### src/rtl/conv3x3_scan_ctrl.sv
// conv3x3_scan_ctrl: frame sequencer for the 3x3 convolution datapath.
// Accepts a raster pixel stream, drives line-buffer/window shifting, and
// issues one output slot per pixel in raster order with coordinates, a
// border flag (datapath forces a zero result) and a last-slot marker.
// The window lags the input by one row plus one pixel, so the final
// WIDTH+1 slots are drained after the last input pixel has been accepted.
//
// Handshakes: a transfer happens on a rising edge where valid and ready are
// both high. in_ready never depends on in_valid. out_valid does not depend
// on out_ready, and a valid slot holds out_x/out_y/out_border/out_last
// stable until it is accepted.
module conv3x3_scan_ctrl #(
  parameter int WIDTH  = 32,
  parameter int HEIGHT = 32,
  parameter int XW     = 5,
  parameter int YW     = 5
) (
  input  logic          clk,
  input  logic          rst_n,
  input  logic          start,
  output logic          busy,
  output logic          done,
  input  logic          in_valid,
  output logic          in_ready,
  output logic          lb_shift,
  output logic [XW-1:0] lb_col,
  output logic          out_valid,
  input  logic          out_ready,
  output logic [XW-1:0] out_x,
  output logic [YW-1:0] out_y,
  output logic          out_border,
  output logic          out_last
);

  localparam int NPIX = WIDTH * HEIGHT;
  localparam int NW   = $clog2(NPIX);

  localparam logic [NW-1:0] N_LAST        = NW'(NPIX - 1);
  localparam logic [NW-1:0] N_FIRST_ISSUE = NW'(WIDTH + 1);
  localparam logic [NW-1:0] N_ONE         = NW'(1);
  localparam logic [XW-1:0] X_LAST        = XW'(WIDTH - 1);
  localparam logic [XW-1:0] X_ONE         = XW'(1);
  localparam logic [YW-1:0] Y_LAST        = YW'(HEIGHT - 1);
  localparam logic [YW-1:0] Y_ONE         = YW'(1);

  typedef enum logic [1:0] {
    S_IDLE  = 2'd0,
    S_RUN   = 2'd1,
    S_DRAIN = 2'd2,
    S_FLUSH = 2'd3
  } state_t;

  state_t state_q, state_d;

  // Input side: accepted-pixel count and raster position of the next pixel.
  logic [NW-1:0] n_q;
  logic [XW-1:0] in_x_q;
  logic [YW-1:0] in_y_q;

  // Output side: index and raster position of the next slot to load.
  logic [NW-1:0] k_q;
  logic [XW-1:0] kx_q;
  logic [YW-1:0] ky_q;

  logic slot_free;
  logic accept;
  logic load;
  logic clear;
  logic next_border;

  // The output register can take a new slot when empty or being drained now.
  assign slot_free = !out_valid || out_ready;
  assign accept    = in_valid && in_ready;
  assign lb_shift  = accept;
  assign lb_col    = in_x_q;
  assign busy      = (state_q != S_IDLE);

  assign next_border = (ky_q == '0) || (ky_q == Y_LAST) ||
                       (kx_q == '0) || (kx_q == X_LAST);

  // State register.
  always_ff @(posedge clk or negedge rst_n) begin
    if (!rst_n) state_q <= S_IDLE;
    else        state_q <= state_d;
  end

  // Next-state decode plus the per-cycle strobes (ready, load, done, clear).
  always_comb begin
    state_d  = state_q;
    in_ready = 1'b0;
    load     = 1'b0;
    done     = 1'b0;
    clear    = 1'b0;
    case (state_q)
      S_IDLE: begin
        if (start) begin
          clear   = 1'b1;
          state_d = S_RUN;
        end
      end
      S_RUN: begin
        in_ready = slot_free;
        if (in_valid && slot_free) begin
          // Slot k is issued together with input k+WIDTH+1 so the 3x3
          // window is centred on it.
          if (n_q >= N_FIRST_ISSUE) load = 1'b1;
          if ((in_x_q == X_LAST) && (in_y_q == Y_LAST)) state_d = S_DRAIN;
        end
      end
      S_DRAIN: begin
        if (slot_free) begin
          load = 1'b1;
          if (k_q == N_LAST) state_d = S_FLUSH;
        end
      end
      S_FLUSH: begin
        if (out_valid && out_ready) begin
          done    = 1'b1;
          state_d = S_IDLE;
        end
      end
      default: state_d = S_IDLE;
    endcase
  end

  // Input counters: count accepted pixels and walk the raster position.
  always_ff @(posedge clk or negedge rst_n) begin
    if (!rst_n) begin
      n_q    <= '0;
      in_x_q <= '0;
      in_y_q <= '0;
    end else if (clear) begin
      n_q    <= '0;
      in_x_q <= '0;
      in_y_q <= '0;
    end else if (accept) begin
      n_q <= n_q + N_ONE;
      if (in_x_q == X_LAST) begin
        in_x_q <= '0;
        in_y_q <= in_y_q + Y_ONE;
      end else begin
        in_x_q <= in_x_q + X_ONE;
      end
    end
  end

  // Output index counters: coordinates tracked incrementally, no divider.
  always_ff @(posedge clk or negedge rst_n) begin
    if (!rst_n) begin
      k_q  <= '0;
      kx_q <= '0;
      ky_q <= '0;
    end else if (clear) begin
      k_q  <= '0;
      kx_q <= '0;
      ky_q <= '0;
    end else if (load) begin
      k_q <= k_q + N_ONE;
      if (kx_q == X_LAST) begin
        kx_q <= '0;
        ky_q <= ky_q + Y_ONE;
      end else begin
        kx_q <= kx_q + X_ONE;
      end
    end
  end

  // Output slot register: reload whenever free; hold while stalled.
  always_ff @(posedge clk or negedge rst_n) begin
    if (!rst_n) begin
      out_valid  <= 1'b0;
      out_x      <= '0;
      out_y      <= '0;
      out_border <= 1'b0;
      out_last   <= 1'b0;
    end else if (slot_free) begin
      out_valid <= load;
      if (load) begin
        out_x      <= kx_q;
        out_y      <= ky_q;
        out_border <= next_border;
        out_last   <= (k_q == N_LAST);
      end
    end
  end

endmodule

### config.mk
export PLATFORM = sky130hd
export DESIGN_NAME = conv3x3_scan_ctrl
export DESIGN_NICKNAME = d
export VERILOG_FILES = /design/src/rtl/conv3x3_scan_ctrl.sv
export SDC_FILE = /design/constraint.sdc
export NUM_CORES = 1
export LEC_CHECK = 0
export CORE_ASPECT_RATIO = 1.1
export CORE_MARGIN = 8
export CORE_UTILIZATION = 44
export DETAILED_ROUTE_END_ITERATION = 8
export DONT_BUFFER_PORTS = 1
export MAX_ROUTING_LAYER = met4
export SYNTH_ARGS = -nofsm -noshare
export SYNTH_HDL_FRONTEND = slang
export SYNTH_SLANG_ARGS = --single-unit
### constraint.sdc
create_clock -name clk -period 6.6 [get_ports clk]
set_clock_uncertainty 0.05 [all_clocks]
set_input_delay 0.99 -clock clk [delete_from_list [all_inputs] [get_ports clk]]
set_output_delay 0.99 -clock clk [all_outputs]
set_load 0.02 [all_outputs]
==> results of run 1 <==
## cells by family (layout without fill, tap and decap cells)
family / count (synthesis) / in the layout / synth area share [%]
simple gates: 133 / 133 / 23.6
compound gates: 63 / 63 / 12.8
flops: 55 / 55 / 47.9
buf+inv: 27 / 23 / 4.14
fa+ha+maj: 18 / 18 / 7.84
xor+xnor: 11 / 11 / 3.35
mux: 1 / 1 / 0.392
## sequential cells by signal, indices dropped and copies added, names as in the netlist
register	flops
k_q	10
n_q	10
in_y_q	5
kx_q	5
ky_q	5
lb_col	5
out_x	5
out_y	5
state_q	2
out_border	1
out_last	1
out_valid	1
## layout make-up
class	instances	area, µm²	area share, %
inverter	13	48.8	1.61
sequential	55	1380	45.3
multi-input combinational	226	1380	45.3
timing repair buffer	2	15.0	0.494
clock inverter	2	35.0	1.15
tap	82	103	3.38
clock buffer	6	82.6	2.72
## per-layer routing
metal | share of wire, % | wire [µm] | track usage [%]
met5 | 0 | 0 | -
met3 | 5.3 | 306 | 3.87
met1 | 45 | 2600 | 14.9
met2 | 48 | 2800 | 22.2
met4 | 1.5 | 89 | 4.71
## power by group through the flow
stage,clock (W),combinational [W],sequential (W)
3_3_place_gp,0,0.000293,0.000477
5_1_grt,0.000254,0.000340,0.000482
6_report,0.000236,0.000297,0.000470
4_1_cts,0.000246,0.000302,0.000473
3_5_place_dp,0,0.000301,0.000480
2_1_floorplan,0,0.000253,0.000464
## per-stage QoR
stage | power, W | worst slack [ns]
2_1_floorplan | 0.000717 | 3.89
3_5_place_dp | 0.000781 | 3.52
4_1_cts | 0.00102 | 3.71
5_1_grt | 0.00108 | 3.63
3_3_place_gp | 0.000770 | 3.57
6_report | 0.00100 | 3.74
## placed cells by master (no fill, tap or decap), drive strengths merged, types with 2 or more instances in the layout
master | synthesis | routed
a21o | 2 | 2
a21oi | 30 | 30
a31o | 3 | 3
a31oi | 4 | 4
and2 | 5 | 5
and3 | 9 | 9
and4 | 2 | 2
buf | 8 | 2
clkbuf | 6 | 6
dfrtp | 55 | 55
ha | 18 | 18
inv | 13 | 13
nand2 | 52 | 52
nand3 | 14 | 14
nand4 | 9 | 9
nand4b | 2 | 2
nor2 | 18 | 18
nor3 | 2 | 2
nor4 | 2 | 2
nor4b | 4 | 4
o21ai | 20 | 20
or3 | 9 | 9
or4 | 2 | 2
xnor2 | 6 | 6
xor2 | 5 | 5
## worst paths after layout
check                            from        end  depth (start not counted)
max reg2reg                state_q[1]    kx_q[2]                          8
min in group clk            in_y_q[4]  in_y_q[4]                          2
max in group asynchronous       rst_n    ky_q[1]                          0
min reg2reg                 in_y_q[4]  in_y_q[4]                          2
max                         out_ready   lb_shift                          3
min                             rst_n    kx_q[3]                          0
==> summary.txt, run 1 <==
Worst setup path
  • Critical path, cell by cell: nand2b_2, nand3_2, inv_1
  • Setup crit end kind: output port
  • Reg2reg setup slack: 3.91 ns
  • Max incr delay on CP: 0.47 ns
  • Critical path class: in2out
  • Critical path peak fanout: 13
  • Crit-path slowest cell: inv_1
  • Startpoint type of the worst setup path: input port
  • CP delay by family, top: buffers and inverters
  • Bufs and invs on worst path: 1
  • Arrival time at the worst endpoint: 1.82 ns
  • Worst EP required: roughly 5.6 ns

Timing
  • Slew HR: 63.5%
  • Fin crit share: 43.4%
  • RSZ-0062 raised after global routing: false
  • Slew Viols, Final: 0
  • Hold Slack: 0.310 ns
  • Min cycle time layout: 2.86 ns
  • Setup TNS: 0 ns
  • Tightest Pin Transition: 0.546 ns
  • Final number of setup-violating endpoints: 0
  • Final Hold Viols: 0
  • Highest clock rate: between 300 and 400 MHz

Power and ir drop
  • P_int: 0.000615 W
  • Leakage power: 1.39 nW
  • Peak supply drop: just under 200 µV
  • PD cells: 330 nW/µm²
  • Sw Pwr: ~0.00039 W
  • Comb power frac: 29.6%
  • Net Sw Frac: 38.7%
  • Clock Power Share: 23.5%
  • Seq pwr share: 46.9%

Yosys
  • Post-Synthesis Cells: 308
  • Synth top area share: 47.9%
  • FFs w/ async S/R, synth: 100%
  • Synth Area per Inst: 9.33 µm²
  • Dominant synthesized flop cell: dfrtp_1
  • Post-Synthesis Cell Area: 2870 µm²
  • Cell taking the most area after synthesis: dfrtp_1
  • Count leader, synth: dfrtp_1
  • Synth area leaders: dfrtp_1, ha_1, nand2_1
  • Most frequent cells after synthesis: dfrtp_1, nand2_1, a21oi_1
  • Seq/Total Area, Yosys: 47.9%
  • Synth Register Bits: 55
  • Mapped Nets: 331
  • Post-synth EDFFs: 0
  • Distinct cells, synth: 39
  • Warnings, synthesis: 0

Job
  • Max-cap violations: 0

Clock tree
  • Post-CTS sizing: 0
  • CTS H-tree depth: 2
  • Clock-pin transition on the worst setup and hold timing paths: 0.10 ns
  • CTS tree: built
  • Root buf cell: clkbuf_8
  • Longest Clk Path Bufs: 2
  • Cts hold-fix bufs: 0
  • Total clock buffers created by CTS: 5
  • Worst skew pair latency: 0.31 ns
  • Post-CTS setup buffer count: 0
  • Clock Sinks: 55

Layout
  • Cell area after layout: approximately 3000 µm²
  • Syn-to-layout area delta: 5.75%
  • Ant diodes: 0
  • Post-route insts no fill: 386
  • Layout cells sized above 1: 6.25%
  • Final nets: 326
  • Post-layout utilization of the core: a little under half
  • FILL cells: 622

GRT
  • Largest net degree at the start of global routing: 56
  • Total GRT Usage: 13.3%
  • Overflow after GRT: 0
  • Number of global-route vias before repair: 2102
  • First-pass GRT wire length: 9.84 mm
  • Initial antenna violation count: 0

Hold path
  • Worst min path class: in2async

Drt
  • Drt total wl: 5.79 mm
  • Drt via density: roughly 5.5
  • Wire per inst: 15.0 µm
  • Initial DRC count: 69
  • Antenna Nets Post-Route: 0
  • DRT Pass-1 Iters: 4
  • DR vias: 2134
  • # DRC: 0

Placed design
  • Placer congestion estimate: 0.827
  • IO Port Bufs: 0
  • Hpwl dp: 3.86 mm
  • DP Cell Count: 378
  • Placed Area: 2920 µm²

Floorplan
  • Die ar.: 9370 µm²
  • Core Region: 6440 µm²
  • Die W: 93.0 µm
  • I/O Pins: 27
  • Initial Utilization: 44.6%
  • Die Y: 101 µm
  • Row cnt: 31

Status
  • Run status: finished clean
Note: power is estimated with default switching activity, not from simulation.
==> inputs of run 2 (changes only) <==
==> constraint.sdc (replaced) <==
create_clock -name clk -period 2.6 [get_ports clk]
set_clock_uncertainty 0.05 [all_clocks]
set_input_delay 0.39 -clock clk [delete_from_list [all_inputs] [get_ports clk]]
set_output_delay 0.39 -clock clk [all_outputs]
set_load 0.02 [all_outputs]
==> run 2 against run 1 <==
Compared with the run above: worst setup slack got worse by 3.3 ns; final area increased by 3.0%; global-route usage decreased by 0.16 points; clock-buffer cell count decreased by 1; first-iteration DRC count increased by 29%; utilization increased by 1.4 points; clock power increased by 150%; register-to-register slack got worse by 3.5 ns.
==> summary.txt, run 2 (same netlist as run 1, synthesis figures left out) <==
Status
  • Run status: finished clean (unchanged)

Worst setup path
  • Critical path class: reg2reg (was in2out)
  • RR Endpoint: kx_q[2] (unchanged)
  • Startpoint type of the worst setup path: register (was input port)
  • Crit path to: kx_q[2] (was lb_shift)
  • Worst-case reg-to-reg path depth: 8 (unchanged)
  • Setup crit end kind: register (was output port)
  • Arrival time at the worst endpoint: 2.40 ns (was 1.82 ns)
  • Worst setup path start: n_q[0] (was out_ready)
  • RR Startpoint: n_q[0] (was state_q[1])
  • Reg2reg setup slack: 0.40 ns (was 3.91 ns)
  • Worst EP required: 2.80 ns (was 5.56 ns)
  • Critical path peak fanout: 42 (was 13)

Clock tree
  • Post-CTS setup buffer count: 0 (unchanged)
  • Clock Sinks: 55 (unchanged)
  • Cts hold-fix bufs: 2 (was 0)
  • Root buf cell: clkbuf_8 (unchanged)
  • Worst skew pair latency: 0.31 ns (about the same)
  • CTS tree: built (unchanged)
  • Post-CTS sizing: 0 (unchanged)
  • CTS H-tree depth: 2 (unchanged)
  • Total clock buffers created by CTS: 5 (unchanged)
  • Longest Clk Path Bufs: 2 (unchanged)
  • Clock-pin transition on the worst setup and hold timing paths: 0.11 ns (was 0.10 ns)

Power and ir drop
  • Seq pwr share: 44.5% (was 46.9%)
  • Leakage power: 1.43 nW (was 1.39 nW)
  • Clock Power Share: 22.4% (was 23.5%)
  • P_int: 0.00160 W (was 0.000615 W)
  • Comb power frac: 33.1% (was 29.6%)
  • Overall power: 0.00261 W (was 0.00100 W)
  • Peak supply drop: 427 µV (was 192 µV)
  • Sw Pwr: 0.00102 W (was 0.000388 W)
  • Net Sw Frac: 38.9% (was 38.7%)
  • PD cells: 836 nW/µm² (was 330 nW/µm²)

Timing
  • RSZ-0062 raised after global routing: false (unchanged)
  • Highest clock rate: 454 MHz
  • Final number of setup-violating endpoints: 0 (unchanged)
  • Slew Viols, Final: 0 (unchanged)
  • Slew HR: 56.6% (was 63.5%)
  • Min cycle time layout: between 2 and 2.5 ns
  • Final Hold Viols: 0 (unchanged)
  • Setup TNS: 0 ns (unchanged)
  • Tightest Pin Transition: 0.650 ns (was 0.546 ns)
  • Fin crit share: 84.6%
  • Crit path setup slack, layout: 0.400 ns (was 3.74 ns)

Hold path
  • Worst min path class: in2reg (was in2async)
  • Hold depth: 2

Drt
  • Highest routed layer: met4 (unchanged)
  • Initial DRC count: 89 (was 69)
  • Metal2 WL: 2.76 mm (was 2.80 mm)
  • Drt total wl: 5.71 mm (was 5.79 mm)
  • Wire per inst: 14.6 µm (was 15.0 µm)
  • Drt via density: 5.47 (was 5.53)
  • DR vias: 2145 (was 2134)
  • Antenna Nets Post-Route: 0 (unchanged)
  • Wl on met1: 2.59 mm (was 2.60 mm)
  • # DRC: 0 (unchanged)
  • DRT Pass-1 Iters: 4 (unchanged)
  • Met3 Routed Length: 294 µm (was 306 µm)

GRT
  • Largest net degree at the start of global routing: 56 (unchanged)
  • Overflow after GRT: 0 (unchanged)
  • Total GRT Usage: 13.2% (was 13.3%)
  • First-pass GRT wire length: 9.74 mm (was 9.84 mm)
  • Initial antenna violation count: 0 (unchanged)
  • Number of global-route vias before repair: 2137 (was 2102)

Placed design
  • Placed Area: 2980 µm² (was 2920 µm²)
  • Hpwl dp: 3.88 mm (was 3.86 mm)
  • Placer congestion estimate: 0.783 (was 0.827)
  • IO Port Bufs: 0 (unchanged)
  • Setup WS pre-CTS: 0.400 ns (was 3.52 ns)

Layout
  • Cell area after layout: 3130 µm² (was 3040 µm²)
  • Top Registers: k_q: 10 flops, n_q: 10 flops (unchanged)
  • Most common cell after layout, fill and taps aside: dfrtp_1 (unchanged)
  • Syn-to-layout area delta: 8.89% (was 5.75%)
  • Post-layout utilization of the core: 48.6% (was 47.2%)
  • Final nets: 332 (was 326)
  • Ant diodes: 0 (unchanged)
  • Commonest non-fill, non-tap cells in the layout: dfrtp_1, nand2_1, a21oi_1 (unchanged)
  • Layout cells sized above 1: 7.74% (was 6.25%)

Floorplan
  • Die Y: 101 µm (unchanged)
  • Row cnt: 31 (unchanged)
  • Core Region: 6440 µm² (unchanged)
  • Initial Utilization: 44.6% (unchanged)
  • I/O Pins: 27 (unchanged)
  • Die W: 93.0 µm (unchanged)
  • Die ar.: 9370 µm² (unchanged)

Job
  • Max-cap violations: 0 (unchanged)
run 2: cell count changes in the layout (fill, tap and decap cells not counted), sizes merged:
| cell | change |
|---|---|
| clkinv | -1 |
| buf | +5 |
| inv | +1 |
| clkinvlp | +1 |
| clkbuf | -1 |
| dlygate4sd3 | +1 |
run 2: area by class of cell:
type | instances | area, µm²
Fill cell | 632 | 3310
Multi-Input combinational cell | 226 | 1380
Sequential cell | 55 | 1380
Timing Repair Buffer | 8 | 108
Tap cell | 82 | 103
Clock buffer | 5 | 68.8
Inverter | 13 | 48.8
Clock inverter | 3 | 46.3
run 2: stage by stage:
stage	hold WS (ns)	std cells
after global placement	0.0472	382
final	0.304	392
after floorplan	0.0444	308
after CTS	0.311	392
after global routing	0.327	392
after detailed placement	0.0467	382
run 2: critical path, stage by stage (launching register included):
cell	delay (ns)
dfrtp_1	0.43
inv_1	0.07
ha_1	0.19
nor4b_2	0.16
o311ai_2	0.28
a31oi_2	0.16
buf_12	0.19
or4b_1	0.47
a21oi_1	0.15
run 2: how the worst min path moves through the flow:
| stage | endpoint | startpoint | slack, ns |
|---|---|---|---|
| 6_report | n_q[2] | start | 0.30 |
| 5_1_grt | n_q[2] | start | 0.33 |
| 4_1_cts | n_q[2] | start | 0.31 |
| 3_5_place_dp | out_valid | rst_n | 0.05 |
| 3_3_place_gp | k_q[0] | rst_n | 0.05 |
| 2_1_floorplan | in_y_q[0] | rst_n | 0.04 |
run 2: power groups by stage:
stage          logic (W)  registers (W)  clock network [W]
6_report        0.000865        0.00116           0.000587
5_1_grt         0.000985        0.00119           0.000637
4_1_cts         0.000888        0.00117           0.000609
3_5_place_dp    0.000857        0.00118                  0
3_3_place_gp    0.000847        0.00118                  0
2_1_floorplan   0.000643        0.00118                  0
run 2: routing by layer:
layer / global-route usage [%] / vias to the layer above
li1: - / 1079
met5: - / -
met3: 4.17 / 5
met4: 3.72 / 0
met1: 14.5 / 1033
met2: 22.4 / 28
==> inputs of run 3 (changes only) <==
==> constraint.sdc (replaced) <==
create_clock -name clk -period 2.1 [get_ports clk]
set_clock_uncertainty 0.05 [all_clocks]
set_input_delay 0.315 -clock clk [delete_from_list [all_inputs] [get_ports clk]]
set_output_delay 0.315 -clock clk [all_outputs]
set_load 0.02 [all_outputs]
==> run 3 against run 2 <==
Compared with the run above: global-route usage up 1.3 points; register-to-register slack worse by 0.36 ns; critical path type unchanged; via count up 4.6%; critical endpoint is now kx_q[3]; die area unchanged; non-clock buffer count up 17; worst hold slack worse by 0.082 ns; cell count up 4.3%; combinational power up 53%; utilization up 2.3 points; first-iteration DRC count up 6.7%.
==> summary.txt, run 3 (same netlist as run 1, synthesis figures left out) <==
Worst setup path
  • RR Startpoint: n_q[0] (unchanged)
  • Setup crit end kind: register (unchanged)
  • Critical path class: reg2reg (unchanged)
  • Worst-case reg-to-reg path depth: 8 (unchanged)
  • Worst setup path start: n_q[0] (unchanged)
  • Critical path peak fanout: 31 (was 42)
  • Startpoint type of the worst setup path: register (unchanged)
  • Arrival time at the worst endpoint: 2.25 ns (was 2.40 ns)
  • Reg2reg setup slack: 0.04 ns (was 0.40 ns)
  • Crit path to: kx_q[3] (was kx_q[2])
  • Worst EP required: 2.29 ns (was 2.80 ns)
  • RR Endpoint: kx_q[3] (was kx_q[2])

Power and ir drop
  • Peak supply drop: 544 µV (was 427 µV)
  • PD cells: 1020 nW/µm² (was 836 nW/µm²)
  • Leakage power: 1.51 nW (was 1.43 nW)
  • Overall power: 0.00335 W (was 0.00261 W)

Floorplan
  • Row cnt: 31 (unchanged)
  • Core Region: 6440 µm² (unchanged)
  • Die Y: 101 µm (unchanged)
  • Die W: 93.0 µm (unchanged)
  • Initial Utilization: 44.6% (unchanged)
  • I/O Pins: 27 (unchanged)
  • Die ar.: 9370 µm² (unchanged)

Drt
  • Drt total wl: 6.17 mm (was 5.71 mm)
  • Highest routed layer: met4 (unchanged)
  • Met3 Routed Length: 295 µm (was 294 µm)
  • DR vias: 2243 (was 2145)
  • # DRC: 0 (unchanged)
  • Metal2 WL: 3.00 mm (was 2.76 mm)
  • Wl on met1: 2.78 mm (was 2.59 mm)
  • Antenna Nets Post-Route: 0 (unchanged)
  • Drt via density: 5.48 (was 5.47)
  • DRT Pass-1 Iters: 4 (unchanged)
  • Wire per inst: 15.1 µm (was 14.6 µm)
  • Initial DRC count: 95 (was 89)

GRT
  • Overflow after GRT: 0 (unchanged)
  • Number of global-route vias before repair: 2186 (was 2137)
  • Total GRT Usage: 14.5% (was 13.2%)
  • First-pass GRT wire length: 10.7 mm (was 9.74 mm)
  • Initial antenna violation count: 0 (unchanged)
  • Largest net degree at the start of global routing: 56 (unchanged)

Timing
  • Highest clock rate: 486 MHz (was 454 MHz)
  • RSZ-0062 raised after global routing: true (was false)
  • Slew HR: 71.8% (was 56.6%)
  • Final Hold Viols: 0 (unchanged)
  • Tightest Pin Transition: 0.422 ns (was 0.650 ns)
  • Slew Viols, Final: 0 (unchanged)
  • Final number of setup-violating endpoints: 0 (unchanged)
  • Min cycle time layout: 2.06 ns (was 2.20 ns)
  • Fin crit share: 98.0% (was 84.6%)

Clock tree
  • CTS H-tree depth: 2 (unchanged)
  • Root buf cell: clkbuf_8 (unchanged)
  • Total clock buffers created by CTS: 5 (unchanged)
  • Worst skew pair latency: 0.31 ns (about the same)
  • Longest Clk Path Bufs: 2 (unchanged)
  • Clock-pin transition on the worst setup and hold timing paths: 0.11 ns (about the same)
  • Clock Sinks: 55 (unchanged)
  • CTS tree: built (unchanged)

Placed design
  • IO Port Bufs: 0 (unchanged)
  • Placer congestion estimate: 0.814 (was 0.783)
  • DP Cell Count: 398 (was 382)
  • Hpwl dp: 4.29 mm (was 3.88 mm)

Hold path
  • Worst min path class: in2reg (unchanged)

Layout
  • Syn-to-layout area delta: 14.1% (was 8.89%)
  • Layout cells sized above 1: 15.6% (was 7.74%)
  • Ant diodes: 0 (unchanged)
  • Commonest non-fill, non-tap cells in the layout: dfrtp_1, nand2_1, a21oi_1 (unchanged)
  • Post-route insts no fill: 409 (was 392)
  • Final nets: 349 (was 332)
  • Top Registers: k_q: 10 flops, n_q: 10 flops (unchanged)
  • Post-layout utilization of the core: 50.9% (was 48.6%)
  • FILL cells: 620 (was 632)
  • Most common cell after layout, fill and taps aside: dfrtp_1 (unchanged)

Status
  • Run status: finished clean (unchanged)

Job
  • Max-cap violations: 0 (unchanged)
[run 3: how the worst min path moves through the flow]
stage / startpoint / end / slack (ns) / depth (start not counted)
3_5_place_dp: rst_n / out_x[3] / -0.03 / 0
3_3_place_gp: rst_n / out_x[4] / -0.03 / 0
4_1_cts: start / n_q[2] / 0.22 / 2
2_1_floorplan: rst_n / in_y_q[0] / -0.03 / 0
5_1_grt: start / n_q[2] / 0.24 / 2
6_report: start / n_q[2] / 0.22 / 2
[run 3: power by group]
part	switching, W	leakage, nW	internal (W)
combinational	0.000768	0.718	0.000547
clock	0.000353	0.0484	0.000271
sequential	0.000191	0.746	0.00122
[run 3: timing repair]
item,in CTS,in global routing
resized for setup,0,10
hold buffers,2,0
buffers inserted,0,1
setup endpoints to repair,0,13
hold endpoints to repair,55,0
[run 3: layout make-up]
cell class	count	area (µm²)	area share, %
Clock buffer	7	86.3	2.63
Multi-Input combinational cell	226	1410	43.1
Inverter	13	48.8	1.49
Clock inverter	1	8.76	0.267
Timing Repair Buffer	25	239	7.29
Tap cell	82	103	3.13
Sequential cell	55	1380	42.1
[run 3: layer usage]
metal,vias to the layer above,track usage [%]
li1,1109,-
met1,1098,17.2
met2,28,23.3
met3,8,3.80
met4,0,4.96
met5,-,-
[run 3: through the flow]
stage | hold slack, ns | worst slack [ns] | TNS [ns] | instance area, µm²
5_1_grt | 0.236 | -0.0836 | -0.775 | 3280
4_1_cts | 0.216 | 0.00308 | 0 | 3230
6_report | 0.222 | 0.0422 | 0 | 3280
2_1_floorplan | -0.0306 | 0.0125 | 0 | 2880
3_5_place_dp | -0.0290 | 0.0259 | 0 | 3100
3_3_place_gp | -0.0288 | 0.0912 | 0 | 3100
[run 3: critical path: stages, from the launching register on]
cell and delay (ns):
dfrtp_1 0.35, inv_1 0.07, ha_4 0.15, nor4b_2 0.15
o311ai_2 0.27, a31oi_2 0.16, buf_12 0.18, or4_4 0.48
a21oi_2 0.12
